<file path="src/rtl/mem_port_arbiter_if.sv">
// Request, response and memory-side signals of the shared memory port.
// slave: the arbiter's view. master: the requesters' and memory model's view.
interface mem_port_arbiter_if #(
  parameter int AW = 8,
  parameter int DW = 8
);
  logic          req0_strobe;
  logic          req0_rw;
  logic [AW-1:0] req0_addr;
  logic [DW-1:0] req0_wdata;
  logic          req0_ready;
  logic [DW-1:0] req0_rdata;

  logic          req1_strobe;
  logic          req1_rw;
  logic [AW-1:0] req1_addr;
  logic [DW-1:0] req1_wdata;
  logic          req1_ready;
  logic [DW-1:0] req1_rdata;

  logic          mem_strobe;
  logic          mem_rw;
  logic [AW-1:0] mem_addr;
  logic [DW-1:0] mem_wdata;
  logic [DW-1:0] mem_rdata;

  logic [1:0]    grant;

  modport slave (
    input  req0_strobe, req0_rw, req0_addr, req0_wdata,
    input  req1_strobe, req1_rw, req1_addr, req1_wdata,
    input  mem_rdata,
    output req0_ready, req0_rdata, req1_ready, req1_rdata,
    output mem_strobe, mem_rw, mem_addr, mem_wdata, grant
  );

  modport master (
    output req0_strobe, req0_rw, req0_addr, req0_wdata,
    output req1_strobe, req1_rw, req1_addr, req1_wdata,
    output mem_rdata,
    input  req0_ready, req0_rdata, req1_ready, req1_rdata,
    input  mem_strobe, mem_rw, mem_addr, mem_wdata, grant
  );
endinterface

</file>
<file path="src/rtl/mem_port_arbiter.sv">
// Round-robin owner of the single memory port: grant, WAIT_CYCLES access cycles, one ready cycle.
// Losers simply keep their strobe high; there is no other backpressure and no timeout.
module mem_port_arbiter #(
  parameter int AW          = 8,
  parameter int DW          = 8,
  parameter int WAIT_CYCLES = 4
) (
  input  logic                 clk,
  input  logic                 reset,
  mem_port_arbiter_if.slave    bus
);

  localparam int CW = $clog2(WAIT_CYCLES + 1);

  typedef enum logic [1:0] {
    IDLE   = 2'd0,
    ACCESS = 2'd1,
    DONE   = 2'd2
  } state_t;

  state_t        state_q, state_d;
  logic [CW-1:0] cnt_q, cnt_d;
  logic          last_grant_q, last_grant_d;
  logic [1:0]    grant_q, grant_d;
  logic          mem_rw_q, mem_rw_d;
  logic [AW-1:0] mem_addr_q, mem_addr_d;
  logic [DW-1:0] mem_wdata_q, mem_wdata_d;
  logic [DW-1:0] rdata_q, rdata_d;
  logic          pick1;

  always_ff @(posedge clk) begin
    if (reset) begin
      state_q      <= IDLE;
      cnt_q        <= '0;
      last_grant_q <= 1'b1;
      grant_q      <= 2'b00;
      mem_rw_q     <= 1'b0;
      mem_addr_q   <= '0;
      mem_wdata_q  <= '0;
      rdata_q      <= '0;
    end else begin
      state_q      <= state_d;
      cnt_q        <= cnt_d;
      last_grant_q <= last_grant_d;
      grant_q      <= grant_d;
      mem_rw_q     <= mem_rw_d;
      mem_addr_q   <= mem_addr_d;
      mem_wdata_q  <= mem_wdata_d;
      rdata_q      <= rdata_d;
    end
  end

  always_comb begin
    state_d      = state_q;
    cnt_d        = cnt_q;
    last_grant_d = last_grant_q;
    grant_d      = grant_q;
    mem_rw_d     = mem_rw_q;
    mem_addr_d   = mem_addr_q;
    mem_wdata_d  = mem_wdata_q;
    rdata_d      = rdata_q;
    pick1        = 1'b0;

    case (state_q)
      IDLE: begin
        if (bus.req0_strobe || bus.req1_strobe) begin
          // On a tie the requester that was not served last wins.
          pick1        = bus.req1_strobe && (!bus.req0_strobe || !last_grant_q);
          grant_d      = pick1 ? 2'b10 : 2'b01;
          last_grant_d = pick1;
          mem_rw_d     = pick1 ? bus.req1_rw    : bus.req0_rw;
          mem_addr_d   = pick1 ? bus.req1_addr  : bus.req0_addr;
          mem_wdata_d  = pick1 ? bus.req1_wdata : bus.req0_wdata;
          cnt_d        = CW'(WAIT_CYCLES - 1);
          state_d      = ACCESS;
        end
      end
      ACCESS: begin
        if (cnt_q == '0) begin
          if (mem_rw_q) begin
            rdata_d = bus.mem_rdata;
          end
          state_d = DONE;
        end else begin
          cnt_d = cnt_q - CW'(1);
        end
      end
      DONE: begin
        grant_d = 2'b00;
        state_d = IDLE;
      end
      default: begin
        grant_d = 2'b00;
        state_d = IDLE;
      end
    endcase
  end

  assign bus.mem_strobe = (state_q == ACCESS);
  assign bus.mem_rw     = mem_rw_q;
  assign bus.mem_addr   = mem_addr_q;
  assign bus.mem_wdata  = mem_wdata_q;
  assign bus.grant      = grant_q;
  assign bus.req0_ready = (state_q == DONE) && grant_q[0];
  assign bus.req1_ready = (state_q == DONE) && grant_q[1];
  assign bus.req0_rdata = rdata_q;
  assign bus.req1_rdata = rdata_q;

endmodule

</file>
<file path="src/flat_wrapper.sv">
// flat-port wrapper written by rule: the top's interface ports become plain ports
module mem_port_arbiter_flat 
#(
  parameter int AW          = 8,
  parameter int DW          = 8,
  parameter int WAIT_CYCLES = 4
)
  (clk, reset, bus_req0_strobe, bus_req0_rw, bus_req0_addr, bus_req0_wdata, bus_req1_strobe, bus_req1_rw, bus_req1_addr, bus_req1_wdata, bus_mem_rdata, bus_req0_ready, bus_req0_rdata, bus_req1_ready, bus_req1_rdata, bus_mem_strobe, bus_mem_rw, bus_mem_addr, bus_mem_wdata, bus_grant);
  mem_port_arbiter_if #(.AW(AW), .DW(DW)) bus_i ();
  input  logic clk;
  input  logic reset;
  input wire logic [$bits(bus_i.req0_strobe)-1:0] bus_req0_strobe;
  input wire logic [$bits(bus_i.req0_rw)-1:0] bus_req0_rw;
  input wire logic [$bits(bus_i.req0_addr)-1:0] bus_req0_addr;
  input wire logic [$bits(bus_i.req0_wdata)-1:0] bus_req0_wdata;
  input wire logic [$bits(bus_i.req1_strobe)-1:0] bus_req1_strobe;
  input wire logic [$bits(bus_i.req1_rw)-1:0] bus_req1_rw;
  input wire logic [$bits(bus_i.req1_addr)-1:0] bus_req1_addr;
  input wire logic [$bits(bus_i.req1_wdata)-1:0] bus_req1_wdata;
  input wire logic [$bits(bus_i.mem_rdata)-1:0] bus_mem_rdata;
  output wire logic [$bits(bus_i.req0_ready)-1:0] bus_req0_ready;
  output wire logic [$bits(bus_i.req0_rdata)-1:0] bus_req0_rdata;
  output wire logic [$bits(bus_i.req1_ready)-1:0] bus_req1_ready;
  output wire logic [$bits(bus_i.req1_rdata)-1:0] bus_req1_rdata;
  output wire logic [$bits(bus_i.mem_strobe)-1:0] bus_mem_strobe;
  output wire logic [$bits(bus_i.mem_rw)-1:0] bus_mem_rw;
  output wire logic [$bits(bus_i.mem_addr)-1:0] bus_mem_addr;
  output wire logic [$bits(bus_i.mem_wdata)-1:0] bus_mem_wdata;
  output wire logic [$bits(bus_i.grant)-1:0] bus_grant;
  assign bus_i.req0_strobe = bus_req0_strobe;
  assign bus_i.req0_rw = bus_req0_rw;
  assign bus_i.req0_addr = bus_req0_addr;
  assign bus_i.req0_wdata = bus_req0_wdata;
  assign bus_i.req1_strobe = bus_req1_strobe;
  assign bus_i.req1_rw = bus_req1_rw;
  assign bus_i.req1_addr = bus_req1_addr;
  assign bus_i.req1_wdata = bus_req1_wdata;
  assign bus_i.mem_rdata = bus_mem_rdata;
  assign bus_req0_ready = bus_i.req0_ready;
  assign bus_req0_rdata = bus_i.req0_rdata;
  assign bus_req1_ready = bus_i.req1_ready;
  assign bus_req1_rdata = bus_i.req1_rdata;
  assign bus_mem_strobe = bus_i.mem_strobe;
  assign bus_mem_rw = bus_i.mem_rw;
  assign bus_mem_addr = bus_i.mem_addr;
  assign bus_mem_wdata = bus_i.mem_wdata;
  assign bus_grant = bus_i.grant;
  mem_port_arbiter #(.AW(AW), .DW(DW), .WAIT_CYCLES(WAIT_CYCLES)) u_core (.clk(clk), .reset(reset), .bus(bus_i));
endmodule
</file>
<file path="config.mk">
export PLATFORM = sky130hd
export DESIGN_NAME = mem_port_arbiter_flat
export DESIGN_NICKNAME = d
export VERILOG_FILES = /design/src/rtl/mem_port_arbiter_if.sv /design/src/rtl/mem_port_arbiter.sv /design/src/flat_wrapper.sv
export SDC_FILE = /design/constraint.sdc
export NUM_CORES = 1
export LEC_CHECK = 0
export CORE_AREA = 2 2 47 92
export DETAILED_ROUTE_END_ITERATION = 10
export DIE_AREA = 0 0 49 94
export GPL_ROUTABILITY_DRIVEN = 0
export GPL_TIMING_DRIVEN = 0
export PLACE_DENSITY = 0.94
export RECOVER_POWER = 50
export SYNTH_ARGS = -nofsm -noshare
export SYNTH_HDL_FRONTEND = slang
export SYNTH_SLANG_ARGS = --single-unit
</file>
<file path="constraint.sdc">
create_clock -name clk -period 2.2 [get_ports clk]
set_clock_uncertainty 0.05 [all_clocks]
set_input_delay 0.33 -clock clk [delete_from_list [all_inputs] [get_ports clk]]
set_output_delay 0.33 -clock clk [all_outputs]
set_load 0.02 [all_outputs]
</file>
Yosys cells after proc, flatten, opt, wreduce, memory -nomap -nowiden
Cells that the tools add are included.
{"block": "classes", "add_sub_neg": 1, "n_eq_ne": 5, "muxes": 12, "n_bitwise": 1, "reduce_logical": 15}
{"operator": "8-bit two-way mux", "n": 2}
{"operator": "2-bit two-way mux", "n": 4}
{"operator": "2-bit one-hot mux with 2 select lines", "n": 2}
{"operator": "3-bit two-way mux", "n": 2}
{"operator": "3-bit one-hot mux with 2 select lines", "n": 1}
{"operator": "2-bit AND reduction", "n": 3}
{"operator": "3-bit AND reduction", "n": 2}
{"operator": "2-bit by 1-bit inequality test with 1-bit output (second input constant)", "n": 2}
{"operator": "1-bit logical AND", "n": 3}
{"operator": "3-bit logical NOT", "n": 1}
{"operator": "3-bit by 1-bit subtractor with 3-bit output (second input constant)", "n": 1}
{"operator": "2-bit by 1-bit equality test with 1-bit output (second input constant)", "n": 1}
{"operator": "2-bit equality test (second input constant)", "n": 1}
{"operator": "1-bit logical NOT", "n": 2}
{"operator": "2-bit logical NOT", "n": 1}
{"operator": "1-bit logical OR", "n": 2}
{"operator": "2-bit inequality test (second input constant)", "n": 1}
{"operator": "2-bit nonzero test", "n": 1}
{"operator": "1-bit two-way mux", "n": 1}
{"operator": "1-bit NOT", "n": 1}
{"block": "word_totals", "ff_bits": 33, "in_bits": 46, "word_cells": 42}

Longest topological paths before layout
{"block": "depth", "ltp_word": 6, "depth_mapped": 6}

Worst setup path before layout
OpenSTA, ideal clock, no wires.
{"block": "synth_timing", "kind": "reg2reg", "from": "reg u_core.state_q[0]", "to": "reg u_core.mem_addr_q[4], in the netlist u_core.bus.mem_addr[4]", "setup_time_ns": 0.133, "t_arrival_ns": 1.123, "required_ns": 2.017, "slack_ns": 0.894, "path_stages_with_launch": 7, "path_buffers": 3, "cell_sequence": "dfxtp_1 > buf_6 > or2_1 > clkbuf_2 > buf_6 > o21ai_0 > a31oi_1"}
{"block": "synth_via", "elab_chain_len": 2}
{"element": "start, declared", "line_no": "mem_port_arbiter.sv:21", "rtl": "state_t state_q, state_d;"}
{"element": "start signal, assigned", "line_no": "mem_port_arbiter.sv:42", "rtl": "state_q <= state_d;"}
{"element": "2-bit logical NOT", "line_no": "mem_port_arbiter.sv:64", "rtl": "case (state_q)"}
{"element": "2-bit AND reduction (no source line)"}
{"element": "end signal, assigned", "line_no": "mem_port_arbiter.sv:47", "rtl": "mem_addr_q <= mem_addr_d;"}
{"element": "end, declared", "line_no": "mem_port_arbiter.sv:26", "rtl": "logic [AW-1:0] mem_addr_q, mem_addr_d;"}
Every way passes these cells.
A chain may end at the register's enable or synchronous reset.

Worst setup path in the final report
{"block": "layout_timing", "from": "reg u_core.state_q[0]", "to": "out bus_mem_strobe"}
{"block": "layout_via", "elab_chain_len": 1}
{"element": "2-bit by 1-bit equality test with 1-bit output", "line_no": "mem_port_arbiter.sv:99", "rtl": "assign bus.mem_strobe = (state_q == ACCESS);"}
{"element": "end, declared", "line_no": "flat_wrapper.sv:25", "rtl": "output wire logic [$bits(bus_i.mem_strobe)-1:0] bus_mem_strobe;"}
Every way passes these cells.

==> qor.yml <==
period_needed_ps: 2040
intPower_mw: 1.14
rows: 32
place_hpwl_um: 3710
syn_inst: 191
clock_power_share: 0.281
io_pins: 84
ir_drop_v: 0.000486
yosysSeqAreaShare: 0.416
htreeDepth: 2
numPortBuffers: 82
antenna_found_initial: 0
wl_per_cell_um: 14.8
worstHoldEndpoint: "u_core.cnt_q[0]$_SDFFE_PP0P_"
leakage_nw: 0.973
start_kind: "register"
postCtsSetupBuffers: 0
synthToLayoutAreaGrowth_pct: 60.7
ant_nets: 0
core_um2: 3880
max_freq_mhz: 490
clock-root-buffer: "clkbuf_8"
syn_area_um2: 1590
finalWirelength_um: 4890
die_y_um: 94
drive_above_1_share: 0.0964
r2r_setup_slack_ps: 520
p_sw_mw: 0.513
track_usage: 0.228
finalSetupViolCount: 0
cts_tree: "done"
grt_pass1_vias: 1816
cts_buffers: 5
hold_start: "reset"
hold_violations: 0
synth_cell_types: 30
path_clk_slew_ps: 70
drtIter0Drc: 38
dp_slack_ps: 128
yosysWarningCount: 0
fp.dieArea_um2: 4610
post_cts_resized: 0
initial_core_util: 0.409
maxSlewViolCount: 0
r2r-start: "u_core.cnt_q[0]$_SDFFE_PP0P_"
powerDensity_nw_per_um2: 648
vias: 1810
worst_slack_ps: 158
combPwrFrac: 0.308
insertedDiodeCount: 0
nFillCells: 334
critPathMaxFanout: 10
insertion_delay_ps: 280
grt_overflow_total: 0
crit_required_ps: 1820
reg2regPathDepth: 6
syn_nets: 239
holdPathStages: 2
ctsLongestPathBuffers: 2
post-route-drc-count: 0
synth_seq_cells: 33
worst_pin_slew_ps: 614
rr_endpoint: "u_core.bus.req0_rdata[1]$_SDFFE_PP0P_"
status: "finished clean"
cts.sinks: 33
final_nets: 328
slew_headroom: 0.589
setup-tns-final_ps: 0
grt_max_degree: 11
synth.avg_cell_area_um2: 8.31
rsz0062_at_grt: "false"
period_share: 0.928
arrival_ps: 1660
viasPerCell: 5.47
holdWs_ps: 327
p_seq_frac: 0.411
min_path_type: "primary input to register"
die_w_um: 49
cp-end-kind: "output port"
crit_start: "u_core.state_q[0]$_SDFFE_PP0P_"
critical_path_class: "register to output port"
switching_share: 0.310
cts_hold_buffers: 0
dr.pass1.iters: 4
drv_cap: 0
grt_pass1_wl_um: 8230
[layout by cell type, fill, tap and decap left out, drive strengths merged, types with 2 or more instances in the layout]
| cell | Yosys | layout |
|---|---|---|
| inv | 6 | 6 |
| clkbuf | 9 | 17 |
| buf | 16 | 15 |
| nor2 | 5 | 5 |
| dlygate4sd3 | 0 | 21 |
| o21ai | 26 | 26 |
| nor3 | 2 | 2 |
| nand3 | 43 | 43 |
| and3 | 3 | 3 |
| a32oi | 2 | 2 |
| a21oi | 11 | 11 |
| a31oi | 17 | 17 |
| dfxtp | 33 | 33 |
| nor3b | 2 | 2 |
| or2 | 2 | 2 |
| clkdlybuf4s50 | 0 | 61 |
| ha | 2 | 2 |
| nand2b | 4 | 4 |
[cell usage after synthesis]
cell	n	area share
nand3_1	43	0.14
dfxtp_1	33	0.42
o21ai_0	26	0.082
a31oi_1	17	0.067
a21oi_1	11	0.035
buf_4	9	0.043
clkbuf_1	7	0.017
inv_1	6	0.014
nor2_1	5	0.012
buf_6	4	0.028
nand2b_1	4	0.016
and3_1	3	0.012
a32oi_1	2	0.011
buf_2	2	0.0063
ha_1	2	0.016
nor3_1	2	0.0063
nor3b_4	2	0.024
a211oi_1	1	0.0047
a221o_1	1	0.0063
a22oi_1	1	0.0047
a31o_2	1	0.0055
buf_1	1	0.0024
clkbuf_2	1	0.0031
clkbuf_4	1	0.0047
nand2_1	1	0.0024
nand4bb_1	1	0.0071
nor2b_2	1	0.0055
nor4bb_1	1	0.0063
or2_1	1	0.0039
or2_2	1	0.0039
[registers in the layout (all words and copies together) (netlist names)]
register and flops:
u_core.bus.req0_rdata 8, u_core.bus.mem_wdata 8, u_core.bus.mem_rw 1, u_core.bus.mem_addr 8
u_core.last_grant_q 1, u_core.state_q 2, u_core.bus.grant 2, u_core.cnt_q 3
[cell families (layout without fill, tap and decap cells)]
kind of cell | after synthesis | after routing | synth area share
DFF | 33 | 33 | 0.416
and+or+nand+nor | 65 | 65 | 0.234
adders and majority gates | 2 | 2 | 0.0158
AOI/OAI and AO/OA | 60 | 60 | 0.216
buffers and inverters | 31 | 120 | 0.118
[layout make-up]
type                            count  area [µm²]  share of cell area
Buffer                             25         164              0.0642
Clock buffer                        7        86.3              0.0338
Inverter                            6        22.5             0.00883
Multi-Input combinational cell    127         733               0.287
Sequential cell                    33         661               0.259
Tap cell                           51        63.8              0.0250
Timing Repair Buffer               82         821               0.322
[stage by stage]
stage / util / area, µm² / power (mW) / instances
after floorplan: - / 1590 / 0.978 / 191
after global placement: 0.637 / 2470 / 1.20 / 324
after detailed placement: 0.637 / 2470 / 1.21 / 324
after CTS: 0.659 / 2560 / 1.68 / 331
after global routing: 0.657 / 2550 / 1.73 / 331
final: 0.657 / 2550 / 1.65 / 331
[power by group through the flow]
stage	combinational (mW)	sequential, mW	clock, mW
3_5_place_dp	0.522	0.692	0
6_report	0.509	0.679	0.465
3_3_place_gp	0.506	0.691	0
2_1_floorplan	0.240	0.738	0
4_1_cts	0.526	0.681	0.468
5_1_grt	0.551	0.685	0.495
[worst max path at each step]
stage,slack [ps],cells past startpoint,endpoint
CTS,120,3,bus_mem_strobe
global placement,180,5,u_core.bus.mem_addr[6]$_SDFFE_PP0P_
detailed placement,130,5,u_core.bus.mem_wdata[2]$_SDFFE_PP0P_
floorplan,890,6,u_core.bus.mem_addr[4]$_SDFFE_PP0P_
global route,80,3,bus_mem_strobe
finish,160,3,bus_mem_strobe
[metal layers]
| layer | global-route usage | vias up | wire length (µm) |
|---|---|---|---|
| met5 | 0 | - | 0 |
| li1 | - | 865 | - |
| met1 | 0.212 | 856 | 1710 |
| met4 | 0.124 | 0 | 162 |
| met3 | 0.0701 | 17 | 308 |
| met2 | 0.429 | 72 | 2720 |
[worst max-delay path, stage by stage (launching register included)]
cell             delay, ps
dfxtp_1                320
buf_6                  130
nor2b_2                270
clkdlybuf4s50_1        650
Note: power is estimated with default switching activity, not from simulation.
